### src/rtl/divider.sv
// rtl/divider.sv - iterative signed restoring divider with start/ready pulse handshake (optional DIV_EARLY_EXIT_EN)
module divider #(
  parameter int WIDTH = 32,
  parameter int CNT_W = 6
) (
  input  logic             clock,
  input  logic             reset,
  input  logic [WIDTH-1:0] data_operandA,
  input  logic [WIDTH-1:0] data_operandB,
  input  logic             ctrl_DIV,
  output logic [WIDTH-1:0] data_result,
  output logic [WIDTH-1:0] data_remainder,
  output logic             data_exception,
  output logic             data_resultRDY
);

  typedef enum logic [1:0] {
    IDLE = 2'd0,
    RUN  = 2'd1,
    DONE = 2'd2
  } state_t;

  state_t           state;
  state_t           state_nx;
  state_t           start_state;

  logic [CNT_W-1:0] cnt;
  logic [WIDTH-1:0] quo_q;
  logic [WIDTH-1:0] rem_q;
  logic [WIDTH-1:0] b_mag;
  logic             sign_a;
  logic             neg;
  logic             exc;

  logic [WIDTH-1:0] a_abs;
  logic [WIDTH-1:0] b_abs;
  logic             start_exc;
  logic             last_iter;
  logic [WIDTH:0]   diff;
  logic             fits;
  logic [WIDTH-1:0] quo_nx;
  logic [WIDTH-1:0] rem_nx;

  // Operand magnitudes and exception detection for the start edge; |0x80000000| stays 0x80000000 as unsigned 2^31
  always_comb begin
    a_abs     = data_operandA[WIDTH-1] ? -data_operandA : data_operandA;
    b_abs     = data_operandB[WIDTH-1] ? -data_operandB : data_operandB;
    start_exc = (data_operandB == '0) ||
                ((data_operandA == {1'b1, {(WIDTH-1){1'b0}}}) && (data_operandB == '1));
`ifdef DIV_EARLY_EXIT_EN
    start_state = start_exc ? DONE : RUN;
`else
    start_state = RUN;
`endif
  end

  // One restoring step: shift {R,Q} left, trial-subtract |B| one bit wider so the sign bit is exact
  always_comb begin
    diff   = {rem_q, quo_q[WIDTH-1]} - {1'b0, b_mag};
    fits   = ~diff[WIDTH];
    quo_nx = {quo_q[WIDTH-2:0], fits};
    rem_nx = fits ? diff[WIDTH-1:0] : {rem_q[WIDTH-2:0], quo_q[WIDTH-1]};
  end

  assign last_iter      = (state == RUN) && (cnt == CNT_W'(WIDTH - 1));
  assign data_resultRDY = (state == DONE);

  // State register
  always_ff @(posedge clock or negedge reset) begin
    if (!reset) begin
      state <= IDLE;
    end else begin
      state <= state_nx;
    end
  end

  // Next state: a start pulse wins from any state, otherwise RUN counts out to DONE and DONE lasts one cycle
  always_comb begin
    state_nx = state;
    if (ctrl_DIV) begin
      state_nx = start_state;
    end else begin
      case (state)
        IDLE:    state_nx = IDLE;
        RUN:     state_nx = last_iter ? DONE : RUN;
        DONE:    state_nx = IDLE;
        default: state_nx = IDLE;
      endcase
    end
  end

  // Datapath: load on start, iterate in RUN, register the sign-fixed results on the final iteration
  always_ff @(posedge clock or negedge reset) begin
    if (!reset) begin
      cnt            <= '0;
      quo_q          <= '0;
      rem_q          <= '0;
      b_mag          <= '0;
      sign_a         <= 1'b0;
      neg            <= 1'b0;
      exc            <= 1'b0;
      data_result    <= '0;
      data_remainder <= '0;
      data_exception <= 1'b0;
    end else if (ctrl_DIV) begin
      cnt    <= '0;
      quo_q  <= a_abs;
      rem_q  <= '0;
      b_mag  <= b_abs;
      sign_a <= data_operandA[WIDTH-1];
      neg    <= data_operandA[WIDTH-1] ^ data_operandB[WIDTH-1];
      exc    <= start_exc;
`ifdef DIV_EARLY_EXIT_EN
      if (start_exc) begin
        data_result    <= '0;
        data_remainder <= '0;
        data_exception <= 1'b1;
      end
`endif
    end else if (state == RUN) begin
      cnt   <= cnt + CNT_W'(1);
      quo_q <= quo_nx;
      rem_q <= rem_nx;
      if (last_iter) begin
        if (exc) begin
          data_result    <= '0;
          data_remainder <= '0;
          data_exception <= 1'b1;
        end else begin
          data_result    <= neg ? -quo_nx : quo_nx;
          data_remainder <= sign_a ? -rem_nx : rem_nx;
          data_exception <= 1'b0;
        end
      end
    end
  end

endmodule

### config.mk
export PLATFORM = sky130hd
export DESIGN_NAME = divider
export DESIGN_NICKNAME = d
export VERILOG_FILES = /design/src/rtl/divider.sv
export SDC_FILE = /design/constraint.sdc
export NUM_CORES = 1
export LEC_CHECK = 0
export ABC_CLOCK_PERIOD_IN_PS = 4700
export BUFFER_PORTS_ARGS = -buffer_cell sky130_fd_sc_hd__buf_2
export CAP_MARGIN = 20
export CORE_AREA = 10 10 159 161
export CTS_BUF_LIST = sky130_fd_sc_hd__clkbuf_4
export DETAILED_ROUTE_END_ITERATION = 8
export DIE_AREA = 0 0 169 171
export GPL_TIMING_DRIVEN = 0
export PLACE_DENSITY = 0.8
export SLEW_MARGIN = 10
export SYNTH_ARGS = -nofsm -noshare
export SYNTH_HDL_FRONTEND = slang
export SYNTH_SLANG_ARGS = --single-unit
### constraint.sdc
create_clock -name clock -period 4.7 [get_ports clock]
set_clock_uncertainty 0.2 [all_clocks]
set_input_delay 0.47 -clock clock [delete_from_list [all_inputs] [get_ports clock]]
set_output_delay 0.47 -clock clock [all_outputs]
set_load 0.005 [all_outputs]
Yosys cells after proc, flatten, opt, wreduce, memory -nomap -nowiden:

Cells that the tools add are included.

* output and inout port bits: 66
* flip-flop bits (word level): 172

* multiplexer cells: 17
* add/subtract/negate cells: 6
* eq/ne operators: 5
* reductions and logical operators: 6
* bitwise logic cells: 3

Operators by type and width (number)
* 2-to-1 mux 32 bit: 11
* negator 32 bit: 4
* equality test 32 bit (second input constant): 2
* subtractor 33 x 32 -> 33 bit: 1
* zero test 32 bit: 1
* 2-to-1 mux 6 bit: 2
* adder 6 x 1 -> 6 bit (second input constant): 1
* equality test 6 x 5 -> 1 bit (second input constant): 1
* 2-to-1 mux 2 bit: 3
* AND reduction 3 bit: 1
* equality test 2 x 1 -> 1 bit (second input constant): 1
* equality test 2 bit (second input constant): 1
* logical AND 1 bit: 2
* inverter 1 bit: 2
* nonzero test 2 bit: 1
* logical OR 1 bit: 1
* 2-to-1 mux 1 bit: 1
* XOR 1 bit: 1

Depth between registers and ports, before layout:

* depth in word-level cells: 5
* gate-level depth with buffers: 22

Least setup slack after synthesis:

No wires, ideal clock.

* kind: flip-flop to flip-flop
* start: register rem_q[9]
* end: register data_remainder[24]
* cell stages (with the launch flop): 21
* required time: 4366 ps
* path buffers: 2
* arrival time: 4421 ps
* setup slack: -55 ps
* period minus slack after synthesis: 4755 ps
* cell sequence: dfrtp_1 > ha_1 > buf_2 > nand4_1 > or4_4 > nand3_2 > a21oi_2 > nor3_4 > nor2_4 > inv_2 > buf_2 > nor2_1 > a21oi_1 > ha_1 > inv_1 > or3_1 > nor4_1 > mux2i_1 > o41ai_2 > xnor2_1 > o31ai_2

* word-level cells in the longest chain between the ends: 5

Ends and longest elaborated chain
* start, declared: line 29 `logic [WIDTH-1:0] rem_q;`
* start signal, assigned: line 123 `rem_q <= rem_nx;`
* subtractor 33 x 32 -> 33 bit: line 59 `diff = {rem_q, quo_q[WIDTH-1]} - {1'b0, b_mag};`
* 2-to-1 mux 32 bit *: line 62 `rem_nx = fits ? diff[WIDTH-1:0] : {rem_q[WIDTH-2:0], quo_q[WIDTH-1]};`
* negator 32 bit: line 131 `data_remainder <= sign_a ? -rem_nx : rem_nx;`
* 2-to-1 mux 32 bit *: line 131
* 2-to-1 mux 32 bit *: line 125 `if (exc) begin`
* end signal, assigned: line 131
* end, declared: line 12 `output logic [WIDTH-1:0] data_remainder,`

Mark *: on every way between the ends. The rest lies on a longest branch, timed or not.
A chain may end at the register's enable or synchronous reset.

Worst setup path after layout:

* start: register rem_q[13]
* end: register data_remainder[20]

The elaborated chain is that of the path after synthesis.

==> flow_summary.toml <==
[status]
status = "finished clean"

[cells_and_area]
drive_above_1_share_pct = 18.8
areaGrowthSynthToFinish_pct = 18.9
fin_nets = 1750
final_cell_area_sq_um = 14500

[timing]
slew_viol_final = 0
setup_violations = 0
hold_viol = 0
relSlewSlack_pct = 29.5
worstMarginPinSlew_ns = 1.05
period_share_pct = 99.3
fmax_mhz = 214
setup-tns-final_ns = 0
finalCriticalPeriod_ns = 4.67
holdWs_ns = 0.0206

[synthesis]
synth_common_cells = "172 x dfrtp_1, 171 x nand2_1, 122 x nor2_1, 122 x o21ai_0, 88 x a21oi_1"
synth_fp_nets = 1538
netlist_instances = 1432
synth-seq-cells = 172
yosysMostFrequentCell = "dfrtp_1"
yosysUniqueCellTypes = 80
async_flop_share_pct = 100
synth-edff-count = 0
post_synth.cell_area_avg_sq_um = 8.50
synth_area_sq_um = 12200
ys_warn_count = 0
yosysSeqAreaShare_pct = 35.4
yosys_most_used_dff = "dfrtp_1"
yosys.area.top_type = "dfrtp_1"
synth_top_cell_area_share_pct = 35.4
synthTopCellsByArea = "dfrtp_1 35%, xnor2_1 5.3%, nand2_1 5.3%"

[die]
die_area_sq_um = 28900
core-area_sq_um = 22200
rows = 55
io_pins = 133
initial_core_util_pct = 54.8
die_w_um = 169
die_y_um = 171

[route]
firstDrtPassIters = 7
drt_iter0_drc = 1506
vias = 12073
ant_nets = 0
wire_per_inst_um = 20.3
wl_mm = 39.5
avgViaCountPerCell = 6.21
post-route-drc-count = 0

[grt]
first_global_vias = 11390
grt_overflow = 0
antenna_found_initial = 2
grt_usage_pct = 26.2
grt_pass1_wl_mm = 61.3
grt_max_degree = 95

[place]
portBuffers = 131
place.gp.congestion = 1.04
postPlaceCellArea_sq_um = 13200
hpwl_mm = 29.7

[worst_setup_path]
r2r-end = "data_remainder[20]"
endpoint_kind = "flop"
r2r_slack_ns = 0.03
crit_arrival_ns = 4.94
crit_path_max_fanout = 6
cp-start-kind = "flop"
crit_start = "rem_q[13]"
worst_r2r_path_depth = 19
crit_type = "flop to flop"
cp.required_ns = 4.98
reg2reg_from = "rem_q[13]"
critPathCapture = "data_remainder[20]"

[clock_tree]
clk_path_buf_depth = 2
h-tree-depth = 4
cts.clk_slew.worst_paths_ns = 0.15
insertion_delay_ns = 0.61
cts_sinks = 172
tritoncts = "done"
numCtsBuffers = 17
clockRootBuffer = "clkbuf_4"

[pwr]
max-vdd-ir-drop_v = 0.000178
power_density_nw_per_um2 = 239
power.leakage_nw = 6.57

[worst_hold_path]
hold_path_class = "input pin to flop"

[flow_run]
drv_cap = 0
## worst min-delay path by stage
stage | depth (start not counted) | slack (ns) | endpoint | from
after detailed placement | 2 | 0.27 | data_result[31] | data_result[31]
after CTS | 3 | 0.0003 | b_mag[19] | data_operandB[19]
final | 3 | 0.02 | b_mag[16] | data_operandB[16]
after global routing | 3 | 0.02 | b_mag[26] | data_operandB[26]
after floorplan | 0 | -0.03 | b_mag[0] | reset
after global placement | 2 | 0.26 | data_result[0] | data_result[0]
## per-layer routing
metal	part of all wire [%]	track usage, %
met4	3.3	8.67
met1	42	36.2
met3	11	5.87
met2	44	39.9
met5	0	0
## where the power goes
| part | internal, mW | switching, mW |
|---|---|---|
| registers | 1.58 | 0.0959 |
| logic | 0.375 | 0.545 |
| clock network | 0.243 | 0.632 |
| total | 2.19 | 1.27 |
## registers in the layout (all words and copies together) (netlist names)
| name | flops |
|---|---|
| b_mag | 32 |
| cnt | 6 |
| data_exception | 1 |
| data_remainder | 32 |
| data_result | 32 |
| exc | 1 |
| neg | 1 |
| quo_q | 32 |
| rem_q | 32 |
| sign_a | 1 |
| state | 2 |
## placed cells by master (no fill, tap or decap), drive strengths merged, types with 6 or more instances in the layout
cell type | Yosys | final
o31ai | 47 | 47
dlygate4sd3 | 0 | 26
nor2 | 124 | 124
mux2i | 64 | 64
nor3b | 6 | 6
a21oi | 92 | 92
mux2 | 13 | 13
xnor2 | 74 | 74
nand2 | 171 | 171
o41ai | 17 | 17
nor3 | 24 | 24
or4 | 19 | 19
inv | 57 | 65
buf | 15 | 189
nand2b | 12 | 12
xor2 | 70 | 70
nor4 | 14 | 14
nand3 | 17 | 17
nand4 | 23 | 23
or3 | 21 | 21
dfrtp | 172 | 172
clkinv | 0 | 7
ha | 38 | 38
clkbuf | 64 | 74
a211oi | 29 | 29
a31oi | 7 | 7
nor2b | 6 | 6
and2 | 6 | 6
a21o | 14 | 14
or2 | 6 | 6
a22o | 8 | 8
o21ai | 142 | 142
## metrics by stage
stage          utilization, %  power, mW  instances  setup slack (ns)
6_report                 65.1       3.47       1944            0.0333
5_1_grt                  65.1       3.64       1944           -0.0670
3_3_place_gp             59.4       2.48       1848             -1.13
3_5_place_dp             59.5       2.51       1849             -1.16
2_1_floorplan               -       2.20       1432            0.0671
4_1_cts                  63.1       3.40       1914           -0.0210
## layout make-up
class,instances,area [sq um]
timing repair buffer,200,1270
sequential,172,4330
clock inverter,15,151
clock buffer,17,128
antenna,2,5.00
tap,285,357
fill,1855,7750
buffer,72,339
inverter,57,219
multi-input combinational,1124,7690
## critical path: stages (launching register included)
cell,delay (ns)
dfrtp_2,0.47
ha_2,0.39
nand2_2,0.10
or4_4,0.58
nand3_4,0.12
a21o_1,0.20
a21oi_4,0.09
nor2_4,0.13
clkinv_4,0.13
buf_12,0.16
a21oi_4,0.21
ha_4,0.18
inv_1,0.05
or3_4,0.36
nor4_4,0.34
mux2i_4,0.15
buf_4,0.18
o31ai_4,0.24
xnor2_1,0.18
o21ai_1,0.09
## what timing repair did
item                                    in CTS  in global routing
buffers inserted                            11                 31
hold buffers                                26                  0
resized for setup                           41                 57
endpoints found under the setup margin      26                 14
endpoints found under the hold margin      104                  0
cloned                                       0                  0
pin swaps                                    9                 17
## cell families after synthesis
| logic type | synth area share, % |
|---|---|
| and+or+nand+nor | 17.9 |
| AOI/OAI and AO/OA | 21.4 |
| DFF | 35.4 |
| xor gates and xnor gates | 10.4 |
| buffers and inverters | 4.38 |
| muxes | 6.53 |
| adders and majority gates | 4.07 |
Power figures use the tool's default switching activity.
